==> src/rtl/aes_round_ctrl_if.sv <==
// -----------------------------------------------------------------------------
// aes_round_ctrl_if
// Purpose : Bundles the handshake and datapath-control signals of the AES
//           round controller.
// Signals : start, round_out, out_ready    -- requester / datapath to controller
//           busy, sel, state_en, round_num,
//           first_round, last_round, rcon,
//           out_valid, data_out             -- controller to datapath / consumer
// Modports: slave  -- the controller itself
//           master -- the environment driving and observing the controller
// -----------------------------------------------------------------------------
interface aes_round_ctrl_if;
   logic         start;
   logic [0:127] round_out;
   logic         out_ready;
   logic         busy;
   logic         sel;
   logic         state_en;
   logic [3:0]   round_num;
   logic         first_round;
   logic         last_round;
   logic [7:0]   rcon;
   logic         out_valid;
   logic [0:127] data_out;

   modport slave (
      input  start, round_out, out_ready,
      output busy, sel, state_en, round_num, first_round, last_round,
             rcon, out_valid, data_out
   );

   modport master (
      output start, round_out, out_ready,
      input  busy, sel, state_en, round_num, first_round, last_round,
             rcon, out_valid, data_out
   );
endinterface

==> src/rtl/aes_round_ctrl.sv <==
// -----------------------------------------------------------------------------
// aes_round_ctrl
// Purpose : Sequences one AES-128 encryption through an external round
//           datapath: one LOAD cycle (AddRoundKey on the input block), ten
//           ROUND cycles, then holds the captured ciphertext until the consumer
//           accepts it.
// Ports   : clk   -- rising-edge clock
//           rst_n -- asynchronous active-low reset
//           bus   -- aes_round_ctrl_if.slave (start/round_out/out_ready in,
//                    busy/sel/state_en/round_num/first_round/last_round/rcon/
//                    out_valid/data_out out)
// -----------------------------------------------------------------------------
module aes_round_ctrl (
   input  logic             clk,
   input  logic             rst_n,
   aes_round_ctrl_if.slave  bus
);

   localparam logic [1:0] IDLE  = 2'd0;
   localparam logic [1:0] LOAD  = 2'd1;
   localparam logic [1:0] ROUND = 2'd2;
   localparam logic [1:0] DONE  = 2'd3;

   localparam logic [3:0] LAST_RND = 4'd10;

   logic [1:0]   state_r;
   logic [1:0]   state_nxt_s;
   logic [3:0]   round_r;
   logic [3:0]   round_nxt_s;
   logic         capture_s;
   logic         sel_r;
   logic         state_en_r;
   logic [7:0]   rcon_r;
   logic         out_valid_r;
   logic [0:127] data_out_r;

   // Key-expansion round constant for rounds 1..10; zero outside that range.
   function automatic logic [7:0] rcon_of(input logic [3:0] rnd);
      logic [7:0] val;
      case (rnd)
         4'd1:    val = 8'h01;
         4'd2:    val = 8'h02;
         4'd3:    val = 8'h04;
         4'd4:    val = 8'h08;
         4'd5:    val = 8'h10;
         4'd6:    val = 8'h20;
         4'd7:    val = 8'h40;
         4'd8:    val = 8'h80;
         4'd9:    val = 8'h1B;
         4'd10:   val = 8'h36;
         default: val = 8'h00;
      endcase
      return val;
   endfunction

   // Next-state, next-round and capture decision.
   always_comb begin
      state_nxt_s = state_r;
      round_nxt_s = round_r;
      capture_s   = 1'b0;
      case (state_r)
         IDLE: begin
            round_nxt_s = 4'd0;
            if (bus.start) begin
               state_nxt_s = LOAD;
            end else begin
               state_nxt_s = IDLE;
            end
         end
         LOAD: begin
            state_nxt_s = ROUND;
            round_nxt_s = 4'd1;
         end
         ROUND: begin
            // Final round: the datapath output is the ciphertext.
            if (round_r == LAST_RND) begin
               state_nxt_s = DONE;
               round_nxt_s = 4'd0;
               capture_s   = 1'b1;
            end else begin
               state_nxt_s = ROUND;
               round_nxt_s = round_r + 4'd1;
            end
         end
         DONE: begin
            round_nxt_s = 4'd0;
            // start is deliberately not looked at here: no queuing.
            if (bus.out_ready) begin
               state_nxt_s = IDLE;
            end else begin
               state_nxt_s = DONE;
            end
         end
         default: begin
            state_nxt_s = IDLE;
            round_nxt_s = 4'd0;
         end
      endcase
   end

   // State, round counter and registered control outputs (decoded from the
   // next state so they line up with the state they describe).
   always_ff @(posedge clk or negedge rst_n) begin
      if (!rst_n) begin
         state_r     <= IDLE;
         round_r     <= 4'd0;
         sel_r       <= 1'b0;
         state_en_r  <= 1'b0;
         rcon_r      <= 8'h00;
         out_valid_r <= 1'b0;
      end else begin
         state_r     <= state_nxt_s;
         round_r     <= round_nxt_s;
         sel_r       <= (state_nxt_s == ROUND);
         state_en_r  <= (state_nxt_s == LOAD) || (state_nxt_s == ROUND);
         rcon_r      <= (state_nxt_s == ROUND) ? rcon_of(round_nxt_s) : 8'h00;
         out_valid_r <= (state_nxt_s == DONE);
      end
   end

   // Ciphertext register: loads only on the final-round capture.
   always_ff @(posedge clk or negedge rst_n) begin
      if (!rst_n) begin
         data_out_r <= 128'd0;
      end else if (capture_s) begin
         data_out_r <= bus.round_out;
      end else begin
         data_out_r <= data_out_r;
      end
   end

   assign bus.busy        = (state_r == LOAD) || (state_r == ROUND);
   assign bus.first_round = (state_r == LOAD);
   assign bus.last_round  = (state_r == ROUND) && (round_r == LAST_RND);
   assign bus.sel         = sel_r;
   assign bus.state_en    = state_en_r;
   assign bus.round_num   = round_r;
   assign bus.rcon        = rcon_r;
   assign bus.out_valid   = out_valid_r;
   assign bus.data_out    = data_out_r;

endmodule

==> src/flat_wrapper.sv <==
// flat-port wrapper written by rule: the top's interface ports become plain ports
module aes_round_ctrl_flat 
  (clk, rst_n, bus_start, bus_round_out, bus_out_ready, bus_busy, bus_sel, bus_state_en, bus_round_num, bus_first_round, bus_last_round, bus_rcon, bus_out_valid, bus_data_out);
  aes_round_ctrl_if bus_i ();
  input  logic clk;
  input  logic rst_n;
  input wire logic [$bits(bus_i.start)-1:0] bus_start;
  input wire logic [$bits(bus_i.round_out)-1:0] bus_round_out;
  input wire logic [$bits(bus_i.out_ready)-1:0] bus_out_ready;
  output wire logic [$bits(bus_i.busy)-1:0] bus_busy;
  output wire logic [$bits(bus_i.sel)-1:0] bus_sel;
  output wire logic [$bits(bus_i.state_en)-1:0] bus_state_en;
  output wire logic [$bits(bus_i.round_num)-1:0] bus_round_num;
  output wire logic [$bits(bus_i.first_round)-1:0] bus_first_round;
  output wire logic [$bits(bus_i.last_round)-1:0] bus_last_round;
  output wire logic [$bits(bus_i.rcon)-1:0] bus_rcon;
  output wire logic [$bits(bus_i.out_valid)-1:0] bus_out_valid;
  output wire logic [$bits(bus_i.data_out)-1:0] bus_data_out;
  assign bus_i.start = bus_start;
  assign bus_i.round_out = bus_round_out;
  assign bus_i.out_ready = bus_out_ready;
  assign bus_busy = bus_i.busy;
  assign bus_sel = bus_i.sel;
  assign bus_state_en = bus_i.state_en;
  assign bus_round_num = bus_i.round_num;
  assign bus_first_round = bus_i.first_round;
  assign bus_last_round = bus_i.last_round;
  assign bus_rcon = bus_i.rcon;
  assign bus_out_valid = bus_i.out_valid;
  assign bus_data_out = bus_i.data_out;
  aes_round_ctrl u_core (.clk(clk), .rst_n(rst_n), .bus(bus_i));
endmodule
==> config.mk <==
export PLATFORM = sky130hd
export DESIGN_NAME = aes_round_ctrl_flat
export DESIGN_NICKNAME = d
export VERILOG_FILES = /design/src/rtl/aes_round_ctrl_if.sv /design/src/rtl/aes_round_ctrl.sv /design/src/flat_wrapper.sv
export SDC_FILE = /design/constraint.sdc
export NUM_CORES = 1
export LEC_CHECK = 0
export CORE_ASPECT_RATIO = 1.25
export CORE_MARGIN = 2
export CORE_UTILIZATION = 43
export DETAILED_ROUTE_END_ITERATION = 8
export PLACE_DENSITY = 0.89
export SYNTH_ARGS = -nofsm -noshare
export SYNTH_HDL_FRONTEND = slang
export SYNTH_SLANG_ARGS = --single-unit
==> constraint.sdc <==
create_clock -name clk -period 3.9 [get_ports clk]
set_input_delay 0.39 -clock clk [delete_from_list [all_inputs] [get_ports clk]]
set_output_delay 0.39 -clock clk [all_outputs]
set_load 0.005 [all_outputs]
==> run_results.csv, run 1 <==
group,metric,value,unit
cts,cts_setup_buffers,0,
floorplan,die_area,14120,µm²
worst_setup_path,worstPathMaxFanout,73,
cts,cts_tree,"yes",
yosys,synth_area_per_cell,9.155,µm²
sta,slew_headroom,0.3220,
floorplan,start_util,0.4435,
cts,ctsHtreeMaxLevel,4,
sta,max_freq,0.4035,GHz
worst_setup_path,cp.required,4.23,ns
worst_setup_path,cp_slowest_stage_delay,0.68,ns
pwr,p_per_area,424.7,nW/µm²
detailed_routing,vias,5039,
cts,clock_latency,0.40,ns
cts,cts_resized,0,
finish,diodes,0,
yosys,ys_ff_latch,145,
pwr,ir_drop,372.6,µV
worst_setup_path,cp.arrival,2.81,ns
yosys,ys_warn_count,0,
global_route,grt_max_degree,115,
yosys,synth_cells,619,
sta,fin_ws,1.421,ns
sta,worst_pin_slew,1.017,ns
detailed_routing,wl_per_cell,15.16,µm
worst_setup_path,crit_type,"register to register",
placed_design,dp_slack,1.474,ns
yosys,yosys.area.top_type,"dfrtp_1",
finish,fillers,934,
cts,clock_sinks,145,
global_route,first_global_vias,5200,
detailed_routing,first_pass_iters,4,
global_route,grt_overflow,0,
floorplan,rows,46,
sta,final_hold_viol_count,0,
floorplan,core_area,12780,µm²
yosys,synth_nets,762,
cts,root_buffer,"clkbuf_16",
cts,cts_hold_buf,0,
placed_design,dp_hpwl,11560,µm
yosys,yosys-top-cells-area,"dfrtp_1 (64%), nand2_1 (26%), ha_1 (2.4%)",
floorplan,die_width,106.7,µm
detailed_routing,avgViaCountPerCell,4.696,
yosys,yosysUniqueCellTypes,28,
sta,setup_viol,0,
finish,nets,1036,
sta,drv_slew,0,
yosys,synth_top_area_frac,0.6403,
global_route,grt_use_total,0.2345,
run_status,status,"complete, no violations",
sta,finalClockSkew,0.008442,ns
worst_setup_path,end_kind,"register",
worst_hold_path,min_path_type,"primary input to async pin",
worst_setup_path,critical-path-slowest-cell,"buf_4",
sta,tns,0,ns
detailed_routing,drc,0,
run,drv_cap,0,
finish,drive_gt1_frac,0.04309,
pwr,total_power,3.912,mW
placed_design,io_buffers,277,
cts,clkSlewWorstSetupHoldPaths,0.06,ns
pwr,leakage,4.149,nW
yosys,netlist_area,5667,µm²
sta,rsz0062_at_grt,"false",
detailed_routing,drtAntennaViolNets,0,
detailed_routing,routed_wl,16270,µm
worst_setup_path,crit_chain,"inv_1 -> ha_1 -> nand3_4 -> buf_4 -> buf_4 -> nand2_1 -> nand2_1",
yosys,yosysSeqAreaShare,0.6403,
cts,cts.path.max_buffers,2,
global_route,grt_first_pass_wirelength,26080,µm
placed_design,place.gp.congestion,0.8812,
sta,fin_crit,2.479,ns
worst_setup_path,cp-start-kind,"register",
floorplan,ios,278,
sta,fin_crit_sh,0.6355,
finish,syn2layout_area_growth,62.55,%
detailed_routing,drt_iter0_drc,276,
floorplan,chipHeight,132.3,µm
global_route,grt_antenna_before_repair,0,
cts,cts-buffers-inserted,17,
## worst max-delay path: cells and delay by family (launching register included)
kind,cells,cell delay [ns]
buffers and inverters,3,1.24
DFF,1,0.40
adders and majority gates,1,0.30
and+or+nand+nor,3,0.37
## path summary, 6_finish.rpt
path	slack (ns)	to	depth (start not counted)	start
max	1.42	u_core.bus.data_out[59]	7	u_core.state_r[0]
min	0.13	u_core.bus.data_out[5]	1	rst_n
max reg2reg	1.42	u_core.bus.data_out[59]	7	u_core.state_r[0]
min reg2reg	0.47	u_core.bus.data_out[1]	2	u_core.bus.data_out[1]
max in group asynchronous	2.93	u_core.bus.data_out[114]	2	rst_n
min in group clk	0.47	u_core.bus.data_out[1]	2	u_core.bus.data_out[1]
## registers in the layout, summed over array words and instances (netlist names)
signal                cells
u_core.bus.round_num      4
u_core.bus.state_en       1
u_core.bus.rcon           8
u_core.bus.data_out     128
u_core.state_r            2
u_core.bus.out_valid      1
u_core.bus.sel            1
## cells in the mapped netlist, drive strengths merged
cell,number
o2bb2ai,1
mux2i,2
a21oi,2
nand2b,2
and2,2
inv,9
o21ai,6
nand3b,1
nor2b,5
a21boi,1
buf,28
nand2,388
and3,1
o211ai,1
o21a,1
nand3,4
dfrtp,145
nor2,2
a21o,1
and2b,2
o2111ai,1
ha,11
o211a,1
nand4b,2
## cell usage in the layout, fill, tap and decap left out, types with 2 or more instances in the layout
master	instances
a21oi_1	2
and2_1	2
and2b_1	2
buf_4	6
bufinv_16	6
clkbuf_16	17
clkdlybuf4s50_1	276
clkinv_2	2
clkinv_4	3
clkinvlp_4	2
dfrtp_1	145
ha_1	11
inv_1	8
mux2i_1	2
nand2_1	388
nand2b_1	2
nand3_1	3
nand4b_1	2
nor2_1	2
nor2b_1	5
o21ai_0	4
o21ai_1	2
## kinds of logic after synthesis
kind of cell	after synthesis	synth area share
AOI/OAI and AO/OA	15	0.01723
and+or+nand+nor	409	0.2809
DFF	145	0.6403
adders and majority gates	11	0.02429
muxes	2	0.003533
buffers and inverters	37	0.03378
## through the flow
stage	area [µm²]	hold slack, ns	instances	utilization
after global routing	9211	0.2182	1073	0.7209
after global placement	8547	0.4563	1042	0.6689
after CTS	9211	0.1743	1073	0.7209
final	9211	0.1282	1073	0.7209
after floorplan	5667	0.09441	619	-
after detailed placement	8547	0.4609	1042	0.6689
## routing by layer
layer | GRT usage | up-vias | routed length (µm)
li1 | - | 2431 | -
met1 | 0.2696 | 2368 | 6083
met2 | 0.4094 | 210 | 8474
met3 | 0.07365 | 30 | 1262
met4 | 0.08225 | 0 | 446
met5 | 0 | - | 0
## layout make-up
class / count / area, µm² / area share
Multi-Input combinational cell: 437 / 1854 / 0.2013
Clock inverter: 13 / 235.2 / 0.02554
Timing Repair Buffer: 283 / 2819 / 0.3060
Sequential cell: 145 / 3628 / 0.3939
Tap cell: 168 / 210.2 / 0.02282
Inverter: 9 / 35.03 / 0.003803
Clock buffer: 18 / 429.2 / 0.04659
## power breakdown
group / internal (mW) / switching [mW]
clock: 1.20 / 0.630
combinational: 0.278 / 0.219
sequential: 1.55 / 0.0388
total: 3.02 / 0.888
(Power assumes the default switching activity.)
==> inputs of run 2 (changes only) <==
Settings changed: CORE_UTILIZATION 43 to 41, PLACE_DENSITY 0.89 to 0.85.
Clock period 3.9 ns to 2.5 ns, I/O delays scaled along.
==> run 2 against run 1 <==
  * Final cell count increased by 0.75%
  * Count of clock-buffer cells in the layout grew 5
  * Global-route usage fell by 1.0 points
  * Hold slack improved by 0.23 ns
  * Critical path type is now register to output pin
  * Largest power group is now sequential cells
==> run_results.csv, run 2 (synthesis results as in run 1) <==
group,metric,value,unit
run_status,status,"complete, no violations",
global_route,grt_antenna_before_repair,0,
sta,whs,0.3594,ns
cts,root_buffer,"clkbuf_16",
cts,ctsHtreeMaxLevel,4,
detailed_routing,wl_per_cell,15.01,µm
placed_design,place_area,8574,µm²
detailed_routing,routed_wl,16230,µm
cts,cts_tree,"yes",
worst_setup_path,worstPathMaxFanout,6,
cts,clock_latency,0.41,ns
cts,cts-buffers-inserted,17,
sta,max_freq,0.4366,GHz
pwr,clockPowerShare,0.427,
detailed_routing,avgViaCountPerCell,4.590,
global_route,first_global_vias,4997,
worst_setup_path,reg2reg_from,"u_core.state_r[0]",
pwr,leakage,4.113,nW
sta,fin_crit_sh,0.9162,
floorplan,chipHeight,135.4,µm
floorplan,ios,278,
detailed_routing,first_pass_iters,4,
finish,nets,1036,
finish,layout_common_cells,"nand2_1 (388), clkdlybuf4s50_1 (276), dfrtp_1 (145)",
worst_setup_path,critPathCapture,"bus_last_round",
cts,clock_sinks,145,
cts,cts.path.max_buffers,2,
global_route,grt_max_degree,129,
cts,cts_setup_buffers,0,
pwr,p_switching,1.340,mW
floorplan,die_area,14780,µm²
worst_setup_path,rr_worst_depth,8,
detailed_routing,drt_iter0_drc,262,
worst_setup_path,crit_start,"u_core.state_r[0]",
worst_setup_path,cp-start-kind,"register",
pwr,ir_drop,567.4,µV
pwr,p_seq_frac,0.436,
worst_setup_path,end_kind,"output pin",
sta,fin_ws,0.2095,ns
placed_design,dp_slack,0.4629,ns
worst_setup_path,cp_slowest_stage_delay,0.55,ns
floorplan,core_area,13630,µm²
sta,fin_crit,2.290,ns
sta,drv_slew,0,
finish,diodes,0,
finish,largest_reg_flops,128,
pwr,total_power,5.662,mW
sta,final_hold_viol_count,0,
pwr,swShare,0.2367,
sta,slew_headroom,0.3522,
finish,layout_commonest_cell,"nand2_1",
worst_hold_path,min_path_type,"primary input to register",
worst_setup_path,cp.required,2.25,ns
worst_setup_path,critical-path-slowest-cell,"clkdlybuf4s50_1",
run,drv_cap,0,
detailed_routing,drc,0,
worst_setup_path,crit_type,"register to output pin",
floorplan,start_util,0.4157,
sta,worst_pin_slew,0.9717,ns
worst_setup_path,cp.arrival,2.04,ns
finish,drive_gt1_frac,0.04194,
cts,clkSlewWorstSetupHoldPaths,0.06,ns
finish,fillers,1054,
detailed_routing,vias,4962,
worst_setup_path,worstReg2RegEnd,"u_core.bus.rcon[3]",
global_route,grt_first_pass_wirelength,25250,µm
worst_setup_path,crit_chain,"inv_1 -> ha_1 -> nand3_4 -> inv_4 -> clkdlybuf4s50_1",
worst_setup_path,r2r_slack,0.44,ns
global_route,grt_overflow,0,
sta,finalClockSkew,0.006885,ns
placed_design,dp_hpwl,11350,µm
sta,rsz0062_at_grt,"false",
floorplan,rows,48,
placed_design,place.gp.congestion,0.8788,
pwr,p_comb_frac,0.137,
global_route,grt_use_total,0.2245,
finish,final_area,9154,µm²
placed_design,io_buffers,277,
pwr,p_per_area,618.5,nW/µm²
floorplan,die_width,109.2,µm
detailed_routing,drtAntennaViolNets,0,
sta,setup_viol,0,
finish,syn2layout_area_growth,61.54,%
pwr,cellInternalPower,4.322,mW
sta,tns,0,ns
==> run 2: critical path: cells and delay by family (launching register included) <==
| family | cells | cell delay (ns) |
|---|---|---|
| flops | 1 | 0.42 |
| fa+ha+maj | 1 | 0.30 |
| buf+inv | 3 | 0.76 |
| simple gates | 1 | 0.14 |
==> run 2: power by group through the flow <==
stage / combinational (mW) / clock [mW] / sequential (mW)
5_1_grt: 0.857 / 2.58 / 2.47
3_3_place_gp: 0.756 / 0 / 2.51
4_1_cts: 0.782 / 2.46 / 2.47
2_1_floorplan: 0.281 / 0 / 2.50
6_report: 0.778 / 2.42 / 2.47
3_5_place_dp: 0.771 / 0 / 2.51
==> run 2: area by class of cell <==
| cell class | instances | area, µm² | share of cell area |
|---|---|---|---|
| Tap cell | 175 | 219.0 | 0.02392 |
| Inverter | 9 | 36.28 | 0.003964 |
| Multi-Input combinational cell | 437 | 1854 | 0.2026 |
| Clock inverter | 9 | 81.33 | 0.008885 |
| Clock buffer | 23 | 488.0 | 0.05331 |
| Timing Repair Buffer | 283 | 2846 | 0.3110 |
| Sequential cell | 145 | 3628 | 0.3964 |
==> run 2: metal layers <==
layer / global-route usage / routed length [µm] / vias to the layer above
met1: 0.2513 / 6070 / 2310
met3: 0.07985 / 1292 / 34
met4: 0.09046 / 476 / 0
met5: 0 / 0 / -
met2: 0.3858 / 8388 / 188
li1: - / - / 2430
==> run 2: what timing repair did <==
| item | 4_1_cts | 5_1_grt |
|---|---|---|
| endpoints found under the hold margin | 62 | 0 |
| resized for setup | 0 | 0 |
| setup endpoints to repair | 0 | 0 |
| hold buffers | 1 | 0 |
==> run 2: worst min path at each step <==
stage | to | cells past startpoint | slack [ns] | from
final | u_core.bus.data_out[52] | 3 | 0.36 | bus_round_out[75]
after detailed placement | u_core.bus.data_out[41] | 1 | 0.29 | rst_n
after global placement | u_core.bus.data_out[41] | 1 | 0.28 | rst_n
after CTS | u_core.bus.data_out[96] | 3 | 0.35 | bus_round_out[31]
after floorplan | u_core.bus.data_out[0] | 0 | -0.05 | rst_n
after global routing | u_core.bus.data_out[87] | 3 | 0.34 | bus_round_out[40]
==> run 2: metrics by stage <==
step,instances,utilization
final,1081,0.6714
after global placement,1048,0.6289
after detailed placement,1048,0.6289
after global routing,1081,0.6714
after floorplan,619,-
after CTS,1081,0.6714
==> inputs of run 3 (changes only) <==
Settings changed: CAP_MARGIN set to 30.
==> results of run 3 <==
Same layout as run 2: the final DEF is identical, and so are final timing and power.
==> RTL edit (config.mk and constraints of run 2) <==
Reset style: synchronous (`rst_n`), changed in 2 clocked blocks. Comments in the files are not updated.
--- a/src/rtl/aes_round_ctrl.sv
+++ b/src/rtl/aes_round_ctrl.sv
@@ -102,3 +102,3 @@
    // next state so they line up with the state they describe).
-   always_ff @(posedge clk or negedge rst_n) begin
+   always_ff @(posedge clk) begin
       if (!rst_n) begin
@@ -121,3 +121,3 @@
    // Ciphertext register: loads only on the final-round capture.
-   always_ff @(posedge clk or negedge rst_n) begin
+   always_ff @(posedge clk) begin
       if (!rst_n) begin
Function: differs if rst_n is asserted again (counterexample within 4 cycles, from zero or initial values and one cycle with rst_n low); with rst_n held inactive, the same outputs for 10 cycles.
==> RTL edit against run 2 <==
Non-clock buffer count unchanged. Highest routed layer unchanged. Register-to-register slack lost 0.07 ns. Sequential cell count is the same. Critical endpoint unchanged. Die area is 8.4% lower. Critical path depth is 1 higher. Cell area fell by 6.0%. Setup slack improved by 0.0095 ns. Area after synthesis down 8.7%. Utilization rose by 3.3 points. Wire length shrank 2.2%. Via count up 4.5%.
Power is not compared: it rests on default switching activity, and its combinational part moved more than twofold at a synthesized area within 25%.
==> RTL edit: results (changes against run 2) <==
Parameter                              Value

Run status
  Run status    complete, no violations

Synth
  Async S/R FF share, synth    0 (-1.000)
  Mean instance size in the synthesized netlist    8.097 um2 (-12%)
  Largest cells by area after synthesis    dfxtp_1, nand2_1, a21oi_1, ha_1, clkbuf_1
  Most common library cells after synthesis    nand2_1, dfxtp_1, a21oi_1
  Sequential-to-total area share from yosys stat    0.5611 (-0.07925)
  Net count after synthesis    784 (+2.9%)
  Synth Flop Type    dfxtp_1

Routing
  Avg WL per Cell    14.79 um (-1.5%)
  Initial drt markers    233 (-11%)
  Post-DR vias/cell    4.830 (+5.2%)

Clock tree
  Number of buffers on the longest clock path    2 (unchanged)
  Worst skew pair latency    0.41 ns (about the same)

Hold path
  Class of the tightest hold or removal check    primary input to register

Global routing
  Vias in the first global route    4943 (-1.1%)
  Global-route wire length before repair    24830 um (-1.6%)
  Initial antenna violation count    0 (unchanged)
  Overall routing resource usage    0.2310 (+0.006457)
  Largest net degree at the start of global routing    129 (unchanged)

Power
  Maximum resistive drop on vdd    0.4204 mV

Placed design
  Post-detailed-placement half-perimeter wirelength    10810 um (-4.7%)
  Final weighted congestion of routability-driven global placement    0.7879 (-10%)
  Total cell area at the placement stage    8048 um2 (-6.1%)
  Count of placed standard cells including taps    1042 (-0.57%)
  Post-Place Worst Slack    0.2894 ns (-0.1735 ns)

Layout
  Fraction of final layout cells with drive strength greater than 1    0.04950 (+0.007562)
  Final Non-Filler Cells    1073 (-0.74%)
  Nets    1043 (+0.68%)
  Count of filler cells inserted in the layout    956 (-9.3%)

Timing
  Slew at the pin closest to its max-slew limit    0.6292 ns (-0.3425 ns)
  Maximum clock skew at final layout    0.01496 ns (+0.008076 ns)

Setup path
  Maximum fanout along the worst path    5 (-1)
  Data arrival, critical path    2.03 ns
==> RTL edit: power by group through the flow <==
| stage | clock, W | combinational (W) | sequential [W] |
|---|---|---|---|
| after CTS | 0.00242 | 0.000334 | 0.00233 |
| after global routing | 0.00253 | 0.000358 | 0.00233 |
| after global placement | 0 | 0.000327 | 0.00238 |
| final | 0.00238 | 0.000333 | 0.00233 |
| after detailed placement | 0 | 0.000330 | 0.00238 |
| after floorplan | 0 | 0.0000776 | 0.00238 |
==> RTL edit: critical path, stage by stage, from the launching register on <==
cell and delay, ns:
dfxtp_1 0.35, inv_1 0.09, ha_1 0.27, nand4b_1 0.15, buf_4 0.18, clkinv_2 0.07
clkdlybuf4s50_1 0.52
==> RTL edit: worst paths after layout <==
kind	startpoint	endpoint	slack (ns)	depth (start not counted)
worst min register to register	u_core.bus.data_out[125]	u_core.bus.data_out[125]	0.45	2
worst max register to register	u_core.bus.round_num[0]	u_core.bus.rcon[7]	0.37	9
worst min-delay path	bus_round_out[121]	u_core.bus.data_out[6]	0.38	3
worst max-delay path	u_core.state_r[0]	bus_last_round	0.22	6
==> RTL edit: cells by family (layout without fill, tap and decap cells) <==
kind of cell | after synthesis | count (layout) | synth area share
simple gates | 286 | 286 | 0.2220
flops | 145 | 145 | 0.5611
compound gates | 139 | 139 | 0.1362
buf+inv | 52 | 322 | 0.04160
fa+ha+maj | 13 | 13 | 0.03144
mux | 4 | 4 | 0.007739
==> RTL edit: per-stage QoR <==
step / utilization / hold WS [ns]
5_1_grt: 0.7046 / 0.3784
3_5_place_dp: 0.6587 / 0.4453
6_report: 0.7046 / 0.3834
4_1_cts: 0.7039 / 0.3716
2_1_floorplan: - / 0.3717
3_3_place_gp: 0.6587 / 0.4404
==> RTL edit: area by class of cell <==
type | count | area share
well taps | 164 | 0.02384
inverters | 9 | 0.004215
clock inverters | 10 | 0.01003
multi-input cells | 442 | 0.2388
repair buffers | 283 | 0.3317
flip-flops and latches | 145 | 0.3372
clock buffers | 20 | 0.05422
==> RTL edit: metal layers <==
metal  vias to the layer above  share of wire  track usage
met1                      2361           0.37       0.2490
met3                        31          0.079      0.07998
li1                       2571              -            -
met2                       220           0.52       0.4118
met5                         -              0            0
met4                         0          0.030       0.1017
==> RTL edit: timing repair <==
item / CTS / global route
buffers inserted: 0 / 1
setup endpoints to repair: 0 / 1
endpoints found under the hold margin: 0 / 0
